--- src/rtl/add8_err_meter.sv ---
// add8_err_meter: drives all 65536 operand pairs into an external 8-bit adder and accumulates exact error statistics.
// Define ADD8_ERR_METER_MSE_EN to add the sq_sum output (sum of squared errors).
module add8_err_meter #(
  parameter int LAT = 0
) (
  input  logic        clk,
  input  logic        rst,
  input  logic        start,
  output logic        busy,
  output logic        done,
  output logic [7:0]  dut_a,
  output logic [7:0]  dut_b,
  input  logic [8:0]  dut_o,
  output logic [24:0] err_sum,
  output logic [8:0]  wce,
  output logic [16:0] err_cnt
`ifdef ADD8_ERR_METER_MSE_EN
  ,
  output logic [33:0] sq_sum
`endif
);

  typedef enum logic [1:0] {IDLE, SWEEP, DRAIN, DONE} state_t;

  localparam logic [15:0] LAST_DRAIN = 16'(LAT - 1);

  state_t      state;
  logic [15:0] idx;
  logic [15:0] drain_cnt;
  logic        clr;
  logic [8:0]  ref_p0;
  logic        vld_p0;
  logic [8:0]  ref_al;
  logic        vld_al;
  logic [8:0]  err_mag;

  function automatic logic [8:0] abs_err(input logic [8:0] o, input logic [8:0] r);
    logic signed [9:0] d;
    logic signed [9:0] m;
    d = $signed({1'b0, o}) - $signed({1'b0, r});
    m = (d < 0) ? -d : d;
    return m[8:0];
  endfunction

  assign dut_a = idx[15:8];
  assign dut_b = idx[7:0];
  assign clr   = start && (state == IDLE || state == DONE);

  always_ff @(posedge clk) begin
    if (rst) begin
      state     <= IDLE;
      idx       <= '0;
      drain_cnt <= '0;
      busy      <= 1'b0;
      done      <= 1'b0;
    end else begin
      done <= 1'b0;
      case (state)
        IDLE, DONE: begin
          if (start) begin
            state <= SWEEP;
            idx   <= '0;
            busy  <= 1'b1;
          end
        end
        SWEEP: begin
          if (idx == 16'hFFFF) begin
            if (LAT == 0) begin
              state <= DONE;
              busy  <= 1'b0;
              done  <= 1'b1;
            end else begin
              state     <= DRAIN;
              drain_cnt <= '0;
            end
          end else begin
            idx <= idx + 16'd1;
          end
        end
        DRAIN: begin
          if (drain_cnt == LAST_DRAIN) begin
            state <= DONE;
            busy  <= 1'b0;
            done  <= 1'b1;
          end else begin
            drain_cnt <= drain_cnt + 16'd1;
          end
        end
        default: state <= IDLE;
      endcase
    end
  end

  // stage p0: exact reference sum of the pair currently presented
  assign ref_p0 = {1'b0, dut_a} + {1'b0, dut_b};
  assign vld_p0 = (state == SWEEP);

  generate
    if (LAT == 0) begin : g_comb
      assign ref_al = ref_p0;
      assign vld_al = vld_p0;
    end else begin : g_dly
      // stage p1: LAT-deep delay line aligning the reference with dut_o
      logic [8:0]     ref_p1 [LAT];
      logic [LAT-1:0] vld_p1;

      always_ff @(posedge clk) begin
        ref_p1[0] <= ref_p0;
        for (int k = 1; k < LAT; k++) ref_p1[k] <= ref_p1[k-1];
      end

      always_ff @(posedge clk) begin
        if (rst) begin
          vld_p1 <= '0;
        end else begin
          vld_p1[0] <= vld_p0;
          for (int k = 1; k < LAT; k++) vld_p1[k] <= vld_p1[k-1];
        end
      end

      assign ref_al = ref_p1[LAT-1];
      assign vld_al = vld_p1[LAT-1];
    end
  endgenerate

  // stage p2: error magnitude accumulated at the end of the sample cycle
  assign err_mag = abs_err(dut_o, ref_al);

  always_ff @(posedge clk) begin
    if (rst || clr) begin
      err_sum <= '0;
      wce     <= '0;
      err_cnt <= '0;
    end else if (vld_al) begin
      err_sum <= err_sum + 25'(err_mag);
      if (err_mag > wce) wce <= err_mag;
      err_cnt <= err_cnt + 17'(err_mag != 9'd0);
    end
  end

`ifdef ADD8_ERR_METER_MSE_EN
  function automatic logic [17:0] square(input logic [8:0] x);
    return 18'(x) * 18'(x);
  endfunction

  always_ff @(posedge clk) begin
    if (rst || clr) begin
      sq_sum <= '0;
    end else if (vld_al) begin
      sq_sum <= sq_sum + 34'(square(err_mag));
    end
  end
`endif

endmodule

--- config.mk ---
export PLATFORM = sky130hd
export DESIGN_NAME = add8_err_meter
export DESIGN_NICKNAME = d
export VERILOG_FILES = /design/src/rtl/add8_err_meter.sv
export SDC_FILE = /design/constraint.sdc
export NUM_CORES = 1
export LEC_CHECK = 0
export BUFFER_PORTS_ARGS = -buffer_cell sky130_fd_sc_hd__buf_4
export CORE_MARGIN = 3
export CORE_UTILIZATION = 45
export CTS_BUF_LIST = sky130_fd_sc_hd__clkbuf_8
export DETAILED_ROUTE_END_ITERATION = 6
export PLACE_DENSITY_LB_ADDON = 0.25
export SYNTH_ARGS = -nofsm -noshare
export SYNTH_HDL_FRONTEND = slang
export SYNTH_SLANG_ARGS = --single-unit
--- constraint.sdc ---
create_clock -name clk -period 12.05 [get_ports clk]
set_input_delay 1.205 -clock clk [delete_from_list [all_inputs] [get_ports clk]]
set_output_delay 1.205 -clock clk [all_outputs]
set_load 0.005 [all_outputs]
Yosys cells after proc, flatten, opt, wreduce, memory -nomap -nowiden. Cells that the tools add are included.

Bits in registers: 87. Bits of input ports: 12.

Add/subtract/negate cells: 7. Order comparisons: 2. Equality and inequality tests: 9. Mux-type cells: 15. Bitwise gates (word level): 1. Reduce and logical (&&, ||, !) cells: 11.

Operators by type and width (count): $add A16 B1 Y16 const B (2); $eq A16 B16 Y1 const B (2); $mux W16 (2); $pmux W16 S2 (1); $add A25 B9 Y25 (1); $add A17 B1 Y17 (1); $lt A10 B1 Y1 const B (1); $sub A9 B9 Y10 (1); $add A8 B8 Y9 (1); $gt A9 B9 Y1 (1); $mux W9 (1); $neg A9 Y9 (1); $reduce_bool A9 Y1 (1); $mux W2 (3); $ne A2 B2 Y1 const B (3); $pmux W2 S3 (1); $reduce_and A3 Y1 (2); $mux W1 (5); $eq A2 B2 Y1 const B (2); $reduce_and A2 Y1 (2); $pmux W1 S3 (1); $eq A2 B1 Y1 const B (1); $logic_not A2 Y1 (1); $logic_or A1 B1 Y1 (2); 6 further kinds (6).

Logic depth before layout (Yosys ltp).
Word-level depth: 6. Mapped depth: 21. Depth with buffers taken out: 21.

Least setup slack after synthesis. Ideal clock, no wire load.

Path type: input-to-reg. Start point: input port dut_o[0]. End point: register err_cnt[16]. Arrival: 5.236 ns. Data required time: 11.922 ns. Slack: 6.687 ns. Stages: 19. Path buffers: 0. Cell sequence: fa_1 ha_1 xnor2_1 ha_1 nand3b_1 mux2_4 o311ai_4 xnor2_2 inv_2 or4_1 or4_1 ha_1 ha_1 inv_1 nor3_1 and3_1 nand3_1 xor2_1 nor2_1.

Longest elaborated chain between the ends: 5.

RTL lines: start, declared (RTL line 13) `input logic [8:0] dut_o,`; $sub A9 B9 Y10 * (RTL line 40) `d = $signed({1'b0, o}) - $signed({1'b0, r});`; $neg A9 Y9 / $lt A10 B1 Y1 (equally long branches) (RTL line 41) `m = (d < 0) ? -d : d;`; $mux W9 * (RTL line 41); $reduce_bool A9 Y1 * (RTL line 137) `err_cnt <= err_cnt + 17'(err_mag != 9'd0);`; $add A17 B1 Y17 * (RTL line 137); end signal, assigned (RTL line 137); end, declared (RTL line 16) `output logic [16:0] err_cnt`.

Every way passes the cells marked *; elsewhere a longest branch is shown, timed or not. A chain may end at the register's enable or synchronous reset.

Worst setup path after layout.
Start point: input port dut_o[2]. End point: register err_cnt[14].

Same word-level chain as after synthesis.

==> run metrics <==
Placement Cell Area=6221 um2; ant diodes=0; Gates resized, CTS repair=0; Seq/Total Area, Yosys=31.68%; grt met3 use=5.803%; GPL Wtd Cong=0.8546; Detailed Routing Iterations Pass 1=4; Pleak=2.570 nW; Min Hold Slack=0.4859 ns; hold_buf cts=0; cell chain of the critical path=buf_4 > fa_1 > ha_1 > a21oi_2 > a21oi_1 > o21ai_1 > nand2_1 > o21ai_0 > nand2_1 > or4_1 > or4_1 > ha_1 > ha_1 > inv_1 > nor3_1 > and3_1 > nand3_1 > xor2_1 > nor2_1; Final setup viols=0; Initial Util=47.14%; total negative slack=0 ns; Largest stage delay, worst path=0.52 ns; Worst Hold Depth=2; grt met1 use=25.44%; Die ar.=13580 um2; CP required=12.29 ns; met2 Usage GRT=33.37%; DR vias=4838; Hold Vio Cnt, Final=0; GRT Total Usage=20.31%; total power=0.9213 mW; Die H=116.5 um; share of post-route cells with drive strength above 1=16.94%; clock skew=0.01023 ns; Most Crowded Layer GR=met2; Die Wd=116.5 um; hold path startpoint=err_sum[24]; CTS buffer count=9; Most used DFF post-synth=dfxtp_1; total grt overflow=0; Seq cells post-synth=87; family with the most delay on the worst path=simple AND/OR/NAND/NOR gates; Max Cap Violations=0; post-synth top area share=31.68%; Critical Path AT=5.76 ns; Hold Path Sink=err_sum[24]; Crit path buffers/inverters=2; first-pass GRT wire length=22.30 mm; number of global-route vias before repair=4756; Max IR drop VDD=0.00008440 V; Synth warnings=0; initial antenna violation count=0; crit path max fanout=9; Root Driver=clkbuf_8; RSZ-0062 raised after global routing=false; initial drt markers=250; CP most frequent cell=ha_1; I/O Buffers=80; minimum setup slack among reg-to-reg paths=6.94 ns; largest cells by area after synthesis=dfxtp_1 32%, ha_1 7.5%, nor2_1 4.8%; Tcrit/Tclk final=45.85%; I/O pin total=81; top-count cell post-synth=dfxtp_1; Synth area leader=dfxtp_1; DRC=0; setup ws final=6.525 ns; kind of critical path=in2reg; worst min-delay path category=reg2reg; largest net degree at the start of global routing=46; area grow syn2layout=16.75%; htree depth=3; Rel. slew slack=45.87%; WL/cell=14.98 um; Mapped Cells=649; power per cell area=143.5 nW/um2; status=complete, no violations; fmax=181.0 MHz; Worst Max-Slew Pin Slew=0.8031 ns; row cnt=39; reg2reg start=idx[8]; synthesized area per cell=8.471 um2; EDFF count, synth=0; clk buf depth=2; Final Max Tran Viols=0; Final min period=5.525 ns; # nets final=776; reg2reg path depth=20; Post-synth top cells=87 x dfxtp_1, 70 x nor2_1, 45 x nand3_1, 43 x nand2_1, 40 x inv_1; Setup WS pre-CTS=6.157 ns; TritonCTS sink count=87; syn_nets=703; async set-reset flop share out of synthesis=0%; ANT nets after route=0; distinct cell type count after synthesis=65; Reg-to-Reg End=err_cnt[14]; post-route design area=6419 um2; post-CTS setup buffers=0; Worst setup SP type=input pin; clock latency on the worst-skew pair=0.37 ns; CTS tree=yes; core area=11660 um2; post-DR vias/cell=5.567; Final HPWL DP=9.906 mm; total wire length=13.02 mm; cell type of the slowest stage on the worst timing path=or4_1; Post-Syn Area=5498 um2; element type at the critical path end=flop; clock-pin slew on the worst setup and hold paths=0.08 ns
## sequential cells by signal, summed over array words and instances, names as in the netlist
name / flops
idx: 16
drain_cnt: 16
busy: 1
err_cnt: 17
err_sum: 25
done: 1
wce: 9
state: 2
## area by class of cell
cell class              instances  area [um2]
multi-input cells             499        3520
inverters                      42       157.7
clock inverters                 4       46.29
flip-flops and latches         87        1742
repair buffers                 83       623.1
well taps                     143       178.9
clock buffers                  11       151.4
fillers                      1072        5244
## cells in the final DEF, fill, tap and decap left out, types with 9 or more instances in the layout
cell type and instances:
a21o_1 12, xnor2_1 29, clkbuf_8 11, a21oi_1 37, xor2_1 28, nor2_1 70
nand2_1 43, nand3_1 45, ha_1 33, inv_1 41, nand4_1 12, nand2b_1 12
nor3_1 18, dfxtp_1 87, o21ai_0 22, mux2i_1 15, fa_1 9, buf_4 83
o211ai_1 12, and3_1 12
## metal layers
metal  vias up  share of wire, %
met5         -                 0
met4         0               2.0
met3        17               5.7
met2       106                47
met1      2284                45
li1       2431                 -
## kinds of logic (layout without fill, tap and decap cells)
family / after synthesis / after routing / share of synthesized area (%)
simple gates: 239 / 239 / 21.17
compound gates: 139 / 139 / 18.39
xor+xnor: 60 / 60 / 10.08
buf+inv: 63 / 140 / 4.301
flops: 87 / 87 / 31.68
fa+ha+maj: 44 / 44 / 11.17
mux: 17 / 17 / 3.209
## tightest hold or removal path, stage by stage (launching register included)
cell and delay (ns):
dfxtp_1 0.33, nand2_1 0.06, mux2i_1 0.06
## where the power goes
part           internal (mW)  switching (mW)  total [mW]  leakage [nW]
clock network          0.105           0.103       0.208         0.103
registers              0.312          0.0229       0.334         0.703
logic                  0.153           0.226       0.379          1.76
## worst max path at each step
| stage | endpoint | slack, ns | start | cells after the start |
|---|---|---|---|---|
| 2_1_floorplan | err_cnt[16] | 6.69 | dut_o[0] | 19 |
| 3_3_place_gp | err_cnt[14] | 6.23 | dut_o[0] | 20 |
| 3_5_place_dp | err_cnt[16] | 6.16 | dut_o[2] | 19 |
| 4_1_cts | err_cnt[16] | 6.55 | dut_o[0] | 20 |
| 5_1_grt | err_cnt[14] | 6.19 | dut_o[0] | 20 |
| 6_report | err_cnt[14] | 6.53 | dut_o[2] | 19 |
## through the flow
step | util, % | cells
finish | 55.04 | 869
global route | 55.04 | 869
CTS | 55.04 | 869
detailed placement | 53.34 | 854
global placement | 53.34 | 854
floorplan | - | 649
Power figures use the tool's default switching activity.
